`config.mk`:
```
export PLATFORM = sky130hd
export DESIGN_NAME = sigmoid_lut
export DESIGN_NICKNAME = d
export VERILOG_FILES = /design/src/rtl/sigmoid_pkg.sv /design/src/rtl/sigmoid_rom.sv /design/src/rtl/sigmoid_lut.sv
export SDC_FILE = /design/constraint.sdc
export NUM_CORES = 1
export LEC_CHECK = 0
export ABC_AREA = 1
export ABC_CLOCK_PERIOD_IN_PS = 900
export CAP_MARGIN = 20
export CORE_MARGIN = 5
export CORE_UTILIZATION = 63
export CTS_CLUSTER_DIAMETER = 30
export CTS_CLUSTER_SIZE = 10
export DETAILED_ROUTE_END_ITERATION = 16
export PLACE_DENSITY = 0.89
export SLEW_MARGIN = 10
export SYNTH_ARGS = -nofsm -noshare
export SYNTH_HDL_FRONTEND = slang
export SYNTH_SLANG_ARGS = --single-unit
```
`constraint.sdc`:
```
create_clock -name clk -period 0.9 [get_ports clk]
set_input_delay 0.18 -clock clk [delete_from_list [all_inputs] [get_ports clk]]
set_output_delay 0.18 -clock clk [all_outputs]
set_load 0.005 [all_outputs]
```
`src/rtl/sigmoid_pkg.sv`:
```
// Shared widths, word types and output constants for the sigmoid activation.
// The input is signed Q3.6, the output unsigned Q0.8, the table 9-bit unsigned.
package sigmoid_pkg;

  localparam int IN_W      = 10;
  localparam int IN_FRAC   = 6;
  localparam int OUT_W     = 8;
  localparam int ROM_DEPTH = 513;
  localparam int MAG_W     = 10;
  localparam int ROM_W     = 9;

  typedef logic signed [IN_W-1:0] sig_in_t;
  typedef logic [OUT_W-1:0]       sig_out_t;
  typedef logic [MAG_W-1:0]       sig_mag_t;
  typedef logic [ROM_W-1:0]       sig_rom_t;

  localparam sig_out_t SIG_HALF = 8'h80;
  localparam sig_out_t SIG_MAX  = 8'hFF;
  localparam sig_out_t SIG_MIN  = 8'h00;
  localparam sig_rom_t ROM_FULL = 9'd256;

  // |x| in 10 bits, so x = -512 maps to 512 rather than wrapping.
  function automatic sig_mag_t mag_of(input sig_in_t x);
    sig_mag_t raw;
    raw = sig_mag_t'(x);
    return x[IN_W-1] ? (~raw + sig_mag_t'(1)) : raw;
  endfunction

endpackage

```
`src/rtl/sigmoid_rom.sv`:
```
// Positive-half magnitude table: data = round_half_up(256*sigma(addr/64)), addr 0..512.
// Runs of equal values are written as ranges; the table is generated offline.
module sigmoid_rom
  import sigmoid_pkg::*;
(
  input  sig_mag_t addr,
  output sig_rom_t data
);

  always_comb begin
    data = ROM_FULL;
    case (addr) inside
      10'd0:              data = 9'd128;
      10'd1:              data = 9'd129;
      10'd2:              data = 9'd130;
      10'd3:              data = 9'd131;
      10'd4:              data = 9'd132;
      10'd5:              data = 9'd133;
      10'd6:              data = 9'd134;
      10'd7:              data = 9'd135;
      10'd8:              data = 9'd136;
      10'd9:              data = 9'd137;
      10'd10:             data = 9'd138;
      10'd11:             data = 9'd139;
      10'd12:             data = 9'd140;
      10'd13:             data = 9'd141;
      10'd14:             data = 9'd142;
      10'd15:             data = 9'd143;
      10'd16:             data = 9'd144;
      10'd17:             data = 9'd145;
      10'd18:             data = 9'd146;
      10'd19:             data = 9'd147;
      10'd20:             data = 9'd148;
      10'd21:             data = 9'd149;
      10'd22:             data = 9'd150;
      10'd23:             data = 9'd151;
      10'd24:             data = 9'd152;
      10'd25:             data = 9'd153;
      10'd26:             data = 9'd154;
      10'd27:             data = 9'd155;
      10'd28:             data = 9'd156;
      [10'd29:10'd30]:    data = 9'd157;
      10'd31:             data = 9'd158;
      10'd32:             data = 9'd159;
      10'd33:             data = 9'd160;
      10'd34:             data = 9'd161;
      10'd35:             data = 9'd162;
      10'd36:             data = 9'd163;
      10'd37:             data = 9'd164;
      10'd38:             data = 9'd165;
      10'd39:             data = 9'd166;
      10'd40:             data = 9'd167;
      10'd41:             data = 9'd168;
      [10'd42:10'd43]:    data = 9'd169;
      10'd44:             data = 9'd170;
      10'd45:             data = 9'd171;
      10'd46:             data = 9'd172;
      10'd47:             data = 9'd173;
      10'd48:             data = 9'd174;
      10'd49:             data = 9'd175;
      [10'd50:10'd51]:    data = 9'd176;
      10'd52:             data = 9'd177;
      10'd53:             data = 9'd178;
      10'd54:             data = 9'd179;
      10'd55:             data = 9'd180;
      10'd56:             data = 9'd181;
      [10'd57:10'd58]:    data = 9'd182;
      10'd59:             data = 9'd183;
      10'd60:             data = 9'd184;
      10'd61:             data = 9'd185;
      [10'd62:10'd63]:    data = 9'd186;
      10'd64:             data = 9'd187;
      10'd65:             data = 9'd188;
      [10'd66:10'd67]:    data = 9'd189;
      10'd68:             data = 9'd190;
      10'd69:             data = 9'd191;
      10'd70:             data = 9'd192;
      [10'd71:10'd72]:    data = 9'd193;
      10'd73:             data = 9'd194;
      [10'd74:10'd75]:    data = 9'd195;
      10'd76:             data = 9'd196;
      10'd77:             data = 9'd197;
      [10'd78:10'd79]:    data = 9'd198;
      10'd80:             data = 9'd199;
      [10'd81:10'd82]:    data = 9'd200;
      10'd83:             data = 9'd201;
      [10'd84:10'd85]:    data = 9'd202;
      10'd86:             data = 9'd203;
      [10'd87:10'd88]:    data = 9'd204;
      10'd89:             data = 9'd205;
      [10'd90:10'd91]:    data = 9'd206;
      [10'd92:10'd93]:    data = 9'd207;
      10'd94:             data = 9'd208;
      [10'd95:10'd96]:    data = 9'd209;
      [10'd97:10'd98]:    data = 9'd210;
      10'd99:             data = 9'd211;
      [10'd100:10'd101]:  data = 9'd212;
      [10'd102:10'd103]:  data = 9'd213;
      [10'd104:10'd105]:  data = 9'd214;
      10'd106:            data = 9'd215;
      [10'd107:10'd108]:  data = 9'd216;
      [10'd109:10'd110]:  data = 9'd217;
      [10'd111:10'd112]:  data = 9'd218;
      [10'd113:10'd114]:  data = 9'd219;
      [10'd115:10'd116]:  data = 9'd220;
      [10'd117:10'd119]:  data = 9'd221;
      [10'd120:10'd121]:  data = 9'd222;
      [10'd122:10'd123]:  data = 9'd223;
      [10'd124:10'd125]:  data = 9'd224;
      [10'd126:10'd128]:  data = 9'd225;
      [10'd129:10'd130]:  data = 9'd226;
      [10'd131:10'd132]:  data = 9'd227;
      [10'd133:10'd135]:  data = 9'd228;
      [10'd136:10'd138]:  data = 9'd229;
      [10'd139:10'd140]:  data = 9'd230;
      [10'd141:10'd143]:  data = 9'd231;
      [10'd144:10'd146]:  data = 9'd232;
      [10'd147:10'd149]:  data = 9'd233;
      [10'd150:10'd152]:  data = 9'd234;
      [10'd153:10'd156]:  data = 9'd235;
      [10'd157:10'd159]:  data = 9'd236;
      [10'd160:10'd163]:  data = 9'd237;
      [10'd164:10'd167]:  data = 9'd238;
      [10'd168:10'd171]:  data = 9'd239;
      [10'd172:10'd175]:  data = 9'd240;
      [10'd176:10'd180]:  data = 9'd241;
      [10'd181:10'd184]:  data = 9'd242;
      [10'd185:10'd190]:  data = 9'd243;
      [10'd191:10'd195]:  data = 9'd244;
      [10'd196:10'd201]:  data = 9'd245;
      [10'd202:10'd208]:  data = 9'd246;
      [10'd209:10'd215]:  data = 9'd247;
      [10'd216:10'd224]:  data = 9'd248;
      [10'd225:10'd233]:  data = 9'd249;
      [10'd234:10'd244]:  data = 9'd250;
      [10'd245:10'd257]:  data = 9'd251;
      [10'd258:10'd273]:  data = 9'd252;
      [10'd274:10'd295]:  data = 9'd253;
      [10'd296:10'd328]:  data = 9'd254;
      [10'd329:10'd399]:  data = 9'd255;
      [10'd400:10'd512]:  data = 9'd256;
      default:            data = ROM_FULL;
    endcase
  end

endmodule

```
`src/rtl/sigmoid_lut.sv`:
```
// Registered sigmoid: folds negative inputs onto the positive-half table
// using sigma(-x) = 1 - sigma(x), then clamps and registers the result.
module sigmoid_lut
  import sigmoid_pkg::*;
(
  input  logic             clk,
  input  logic             rst_n,
  input  logic             in_valid,
  input  logic [IN_W-2:0]  din,
  input  logic             sign,
  input  logic             ovf,
  output logic             out_valid,
  output logic [OUT_W-1:0] dout
);

  // Handshake: in_valid qualifies {sign, din, ovf} on the rising edge; out_valid
  // is in_valid one cycle later. There is no backpressure, and dout holds its
  // last result whenever out_valid is low.

  sig_in_t  x;
  sig_mag_t mag;
  sig_rom_t rom_val;
  sig_out_t res;
  sig_out_t dout_d;
  sig_out_t dout_q;
  logic     out_valid_d;
  logic     out_valid_q;

  always_comb begin
    x   = {sign, din};
    mag = mag_of(x);
  end

  sigmoid_rom u_rom (
    .addr (mag),
    .data (rom_val)
  );

  // Negative side: 256 - R(m) never exceeds 128, so the low byte is exact;
  // R(m) = 256 folds to 0 without an extra clamp.
  always_comb begin
    res = SIG_HALF;
    if (ovf) begin
      res = sign ? SIG_MIN : SIG_MAX;
    end else if (sign) begin
      res = sig_out_t'(ROM_FULL - rom_val);
    end else begin
      res = rom_val[ROM_W-1] ? SIG_MAX : rom_val[OUT_W-1:0];
    end
  end

  always_comb begin
    dout_d      = in_valid ? res : dout_q;
    out_valid_d = in_valid;
  end

  always_ff @(posedge clk or negedge rst_n) begin
    if (!rst_n) begin
      dout_q      <= SIG_HALF;
      out_valid_q <= 1'b0;
    end else begin
      dout_q      <= dout_d;
      out_valid_q <= out_valid_d;
    end
  end

  assign dout      = dout_q;
  assign out_valid = out_valid_q;

endmodule

```
==> summary.txt, run 1 <==
Yosys
  – Yosys top cell area share: 21.3%
  – Synthesis Warnings: 0
  – Post-synthesis adder-cell area fraction: 1.15%
  – Unique masters post-synth: 50
  – Post-synth top flop: dfrtp_1
  – Register area share after synthesis: 5.19%
  – Cell taking the most area after synthesis: nand2_1
  – Largest family of logic cells by synthesized area: simple AND/OR/NAND/NOR gates
  – Synth Cell Area: 4360 um^2
  – Simple-gate share of the synthesized area: 57.3%
  – Mux share of post-synthesis cell area: 0.230%
  – Syn Inst Count: 906
  – Synth top area cells: nand2_1 21%, nor2_1 13%, inv_1 12%, nand3_1 9.0%, o21ai_0 6.4%
  – Post-synthesis sequential element count: 9
  – Syn Nets: 924
  – Asr flop ratio synth: 100%
  – Post-synth EDFFs: 0
  – Post-Synth XOR/XNOR Area: 0%
  – Avg Cell Area, Syn: 4.81 um^2
  – Compound-Gate Fraction of Synth Area: 20.2%

Die
  – Die W: 93.2 um
  – Rows: 30
  – DIE HEIGHT: 93.2 um
  – Initial Utilization: 64.5%
  – IO Pins: 23

Outcome
  – Last stage reached: 3_5_place_dp
  – Status: stopped before the end
  – First error: [ERROR DPL-0038] Utilization greater than 100%, impossible to legalize

Placed design
  – Placer Congestion: 1.26
  – IO buf count: 22
## synthesized netlist by cell type, drive strengths merged (2+ instances only)
master / number
nand2: 263
a31oi: 5
nor2: 161
o2111ai: 7
inv: 161
o21ai: 63
o31ai: 4
clkbuf: 3
nand3: 82
buf: 10
a21oi: 36
a211oi: 3
o41ai: 3
nor4: 13
o211ai: 4
a32o: 3
ha: 4
a2111oi: 2
nor3: 25
clkinv: 4
o221ai: 4
o22ai: 7
dfrtp: 8
nand4: 19
## through the flow
stage	setup slack (ps)	cells	hold slack, ps	setup TNS, ps	instance area, um^2
3_3_place_gp	-6190	1317	473	-44870	7190
2_1_floorplan	-5190	906	-116	-35040	4500
## kinds of logic after synthesis
| kind of cell | count (synthesis) |
|---|---|
| buffers and inverters | 178 |
| flip-flops | 9 |
| multiplexers | 1 |
| adder cells (fa/ha/maj) | 4 |
| AO/OA/AOI/OAI | 147 |
| AND/OR/NAND/NOR | 567 |
==> run 2: changes to the inputs <==
--- a/config.mk
+++ b/config.mk
@@ -9,11 +9,9 @@
 export ABC_CLOCK_PERIOD_IN_PS = 900
 export CAP_MARGIN = 20
 export CORE_MARGIN = 5
-export CORE_UTILIZATION = 63
-export CTS_CLUSTER_DIAMETER = 30
-export CTS_CLUSTER_SIZE = 10
+export CORE_UTILIZATION = 40
 export DETAILED_ROUTE_END_ITERATION = 16
-export PLACE_DENSITY = 0.89
+export PLACE_DENSITY_LB_ADDON = 0.15
 export SLEW_MARGIN = 10
 export SYNTH_ARGS = -nofsm -noshare
 export SYNTH_HDL_FRONTEND = slang
==> summary.txt, run 2 <==
Die
  – Core area: 10,700 um^2
  – DIE HEIGHT: 114 um (+23%)
  – IO Pins: 23 (unchanged)
  – Rows: 38 (+27%)
  – Die W: 114 um (+23%)
  – Die footprint: 13,100 um^2
  – Initial Utilization: 40.6% (-24 points)

Cells and area
  – Max FFs per register: 8
  – Fill cells: 917
  – Area grow syn2layout: 82.3%
  – Layout net count: 1,307
  – Final design utilization: 74.0%
  – Layout cells sized above 1: 39.9%
  – Register cell area after layout: 226 um^2
  – # diodes: 0
  – Area of the multi-input gates: 3810 um^2
  – Finished Cell Area: 7950 um^2
  – Most frequent cells in the layout: 352 x buf_4, 227 x nand2_1, 137 x inv_1
  – Most common cell after layout, fill and taps aside: buf_4

Yosys
  – Synthesis Warnings: 0 (unchanged)
  – Most common cell in the netlist: nand2_1
  – Synth Cell Area: 4360 um^2 (unchanged)
  – Post-synth EDFFs: 0 (unchanged)
  – Cell taking the most area after synthesis: nand2_1
  – Syn Inst Count: 906 (unchanged)
  – Unique masters post-synth: 50 (unchanged)
  – Register area share after synthesis: 5.19% (unchanged)
  – Commonest cells post-synth: 247 x nand2_1, 147 x nor2_1, 144 x inv_1
  – Post-synthesis sequential element count: 9 (unchanged)
  – Avg Cell Area, Syn: 4.81 um^2 (unchanged)
  – Asr flop ratio synth: 100% (unchanged)
  – Synth top area cells: nand2_1 21%, nor2_1 13%, inv_1 12%, nand3_1 9.0%, o21ai_0 6.4%
  – Post-synth top flop: dfrtp_1
  – Syn Nets: 924 (unchanged)
  – Yosys top cell area share: 21.3% (unchanged)

STA
  – Final Critical Period: 7000 ps
  – Fmax: 143 MHz
  – Setup_tns: -43,090 ps
  – Tcrit/Tclk final: 778%
  – # setup viols final: 16
  – Slew Limit Headroom: 59.5%
  – Count of final hold-check violations: 0
  – Max-slew violations: 0
  – Unrepaired setup endpoints after global routing: true
  – Final setup skew: 0 ps
  – Fin worst setup slack: -6100 ps
  – Slew at the pin closest to its max-slew limit: 603 ps

Clock tree
  – Clock Path Buffers: 2
  – Clk_lat worst skew: 250 ps
  – Hold_buf cts: 0
  – Total CTS buffers: 3
  – Reg clk slew, reported paths: 50 ps
  – CTS Root Cell: clkbuf_8
  – CTS tree: built
  – H-Tree Depth: 1
  – CTS Sinks: 9

Pwr
  – Gate power share: 83.1%
  – Leakage power: 4.22 nW
  – Sw power: 2.93 mW
  – Int Pwr: 3.02 mW
  – Max IR drop VDD: 0.00107 V
  – Reg power frac: 8.4%
  – Clock network fraction of total power: 8.5%
  – Pwr dens: 749 nW/um^2
  – Switch share: 49.3%

Detailed routing
  – Drt pass-1 iters: 6
  – Via count: 7,706
  – Iteration-0 DRC Markers: 900
  – DRC: 0
  – Final wirelength: 23,500 um
  – Post-DRT Antenna Nets: 0
  – Wirelength per Cell: 16.5 um
  – Via density: 5.40

Flow run
  – Max-cap violations: 0

Critical path
  – Startpoint Class: input pin
  – Critical path's slowest cell: a221oi_1
  – Worst Setup End Kind: flop
  – Worst R2R End: dout[4]
  – Worst R2R Setup Slack: 90 ps
  – CP Buf/Inv Count: 11
  – Critical path's top delay family: compound AO/OA/AOI/OAI gates
  – Reg-to-reg startpoint: dout[4]
  – Reg2reg path depth: 3
  – CP max FO: 7
  – Slowest Stage Delay on Critical Path: 270 ps
  – Critical path data required time: 1060 ps
  – Crit Path Category: in2reg
  – CP most frequent cell: nand2_1
  – Arrival time worst endpoint: 7160 ps

GRT
  – Initial antenna violation count: 0
  – Largest net degree at the start of global routing: 15
  – Grt ovf: 0
  – Grt peak-use layer: met2
  – Met2 Use GR: 55.6%
  – Met3 usage: 6.82%
  – First-pass GRT wire length: 36,700 um
  – M1 GR Usage: 47.2%
  – Global Route Usage Sum: 35.1%
  – Vias in the first global route: 7,297

Outcome
  – Status: complete, but fails checks
  – Violated checks: negative setup slack

Placed design
  – DP HPWL: 18,800 um
  – IO buf count: 22 (unchanged)
  – Placer Congestion: 1.05 (-16%)
  – DP Area: 7400 um^2

Hold path
  – Hold Crit Class: in2async
-- run 2: layout make-up --
type | count | share of cell area (%)
repair buffers | 391 | 38.2
clock buffers | 3 | 0.519
inverters | 165 | 8.26
multi-input cells | 719 | 47.9
well taps | 140 | 2.20
flip-flops and latches | 9 | 2.85
clock inverters | 1 | 0.0630
-- run 2: timing repair --
action | CTS | global route
endpoints found under the setup margin | 17 | 17
hold endpoints to repair | 0 | 0
buffers inserted | 21 | 12
pin swaps | 29 | 25
resized for setup | 125 | 46
-- run 2: metal layers --
metal / vias up / routed length (um)
met5: - / 0
met1: 3429 / 9730
li1: 3738 / -
met4: 0 / 1060
met3: 92 / 2550
met2: 447 / 10200
-- run 2: kinds of logic after synthesis --
group	after synthesis	share of synthesized area, %
AND/OR/NAND/NOR	567	57.3
AO/OA/AOI/OAI	147	20.2
flip-flops	9	5.19
buffers and inverters	178	16.0
multiplexers	1	0.230
adder cells (fa/ha/maj)	4	1.15
-- run 2: worst max-delay path by stage --
stage / slack, ps / depth (start not counted) / start / to
after global placement: -6440 / 92 / din[0] / dout[6]
after global routing: -6950 / 96 / din[0] / dout[6]
final: -6100 / 57 / din[1] / dout[6]
after CTS: -5580 / 96 / din[0] / dout[6]
after floorplan: -5190 / 93 / din[0] / dout[6]
after detailed placement: -6480 / 92 / din[0] / dout[6]
-- run 2: power by group through the flow --
| stage | sequential (mW) | combinational, mW | clock (mW) |
|---|---|---|---|
| after detailed placement | 0.500 | 4.30 | 0 |
| after global routing | 0.503 | 5.35 | 0.527 |
| after global placement | 0.498 | 4.27 | 0 |
| final | 0.497 | 4.95 | 0.506 |
| after floorplan | 0.501 | 2.13 | 0 |
| after CTS | 0.493 | 4.52 | 0.502 |
-- run 2: through the flow --
stage	hold slack, ps	power (mW)	cells	setup WS [ps]
detailed placement	492	4.80	1394	-6480
floorplan	-116	2.63	906	-5190
global route	257	6.38	1428	-6950
global placement	482	4.77	1394	-6440
finish	248	5.95	1428	-6100
CTS	251	5.52	1417	-5580
No activity file was read; power rests on OpenSTA's default activity.
==> run 3: changes to the inputs <==
--- a/config.mk
+++ b/config.mk
@@ -6,7 +6,6 @@
 export NUM_CORES = 1
 export LEC_CHECK = 0
 export ABC_AREA = 1
-export ABC_CLOCK_PERIOD_IN_PS = 900
 export CAP_MARGIN = 20
 export CORE_MARGIN = 5
 export CORE_UTILIZATION = 40
==> results of run 3 <==
Final layout, timing and power as in run 2 (identical DEF).
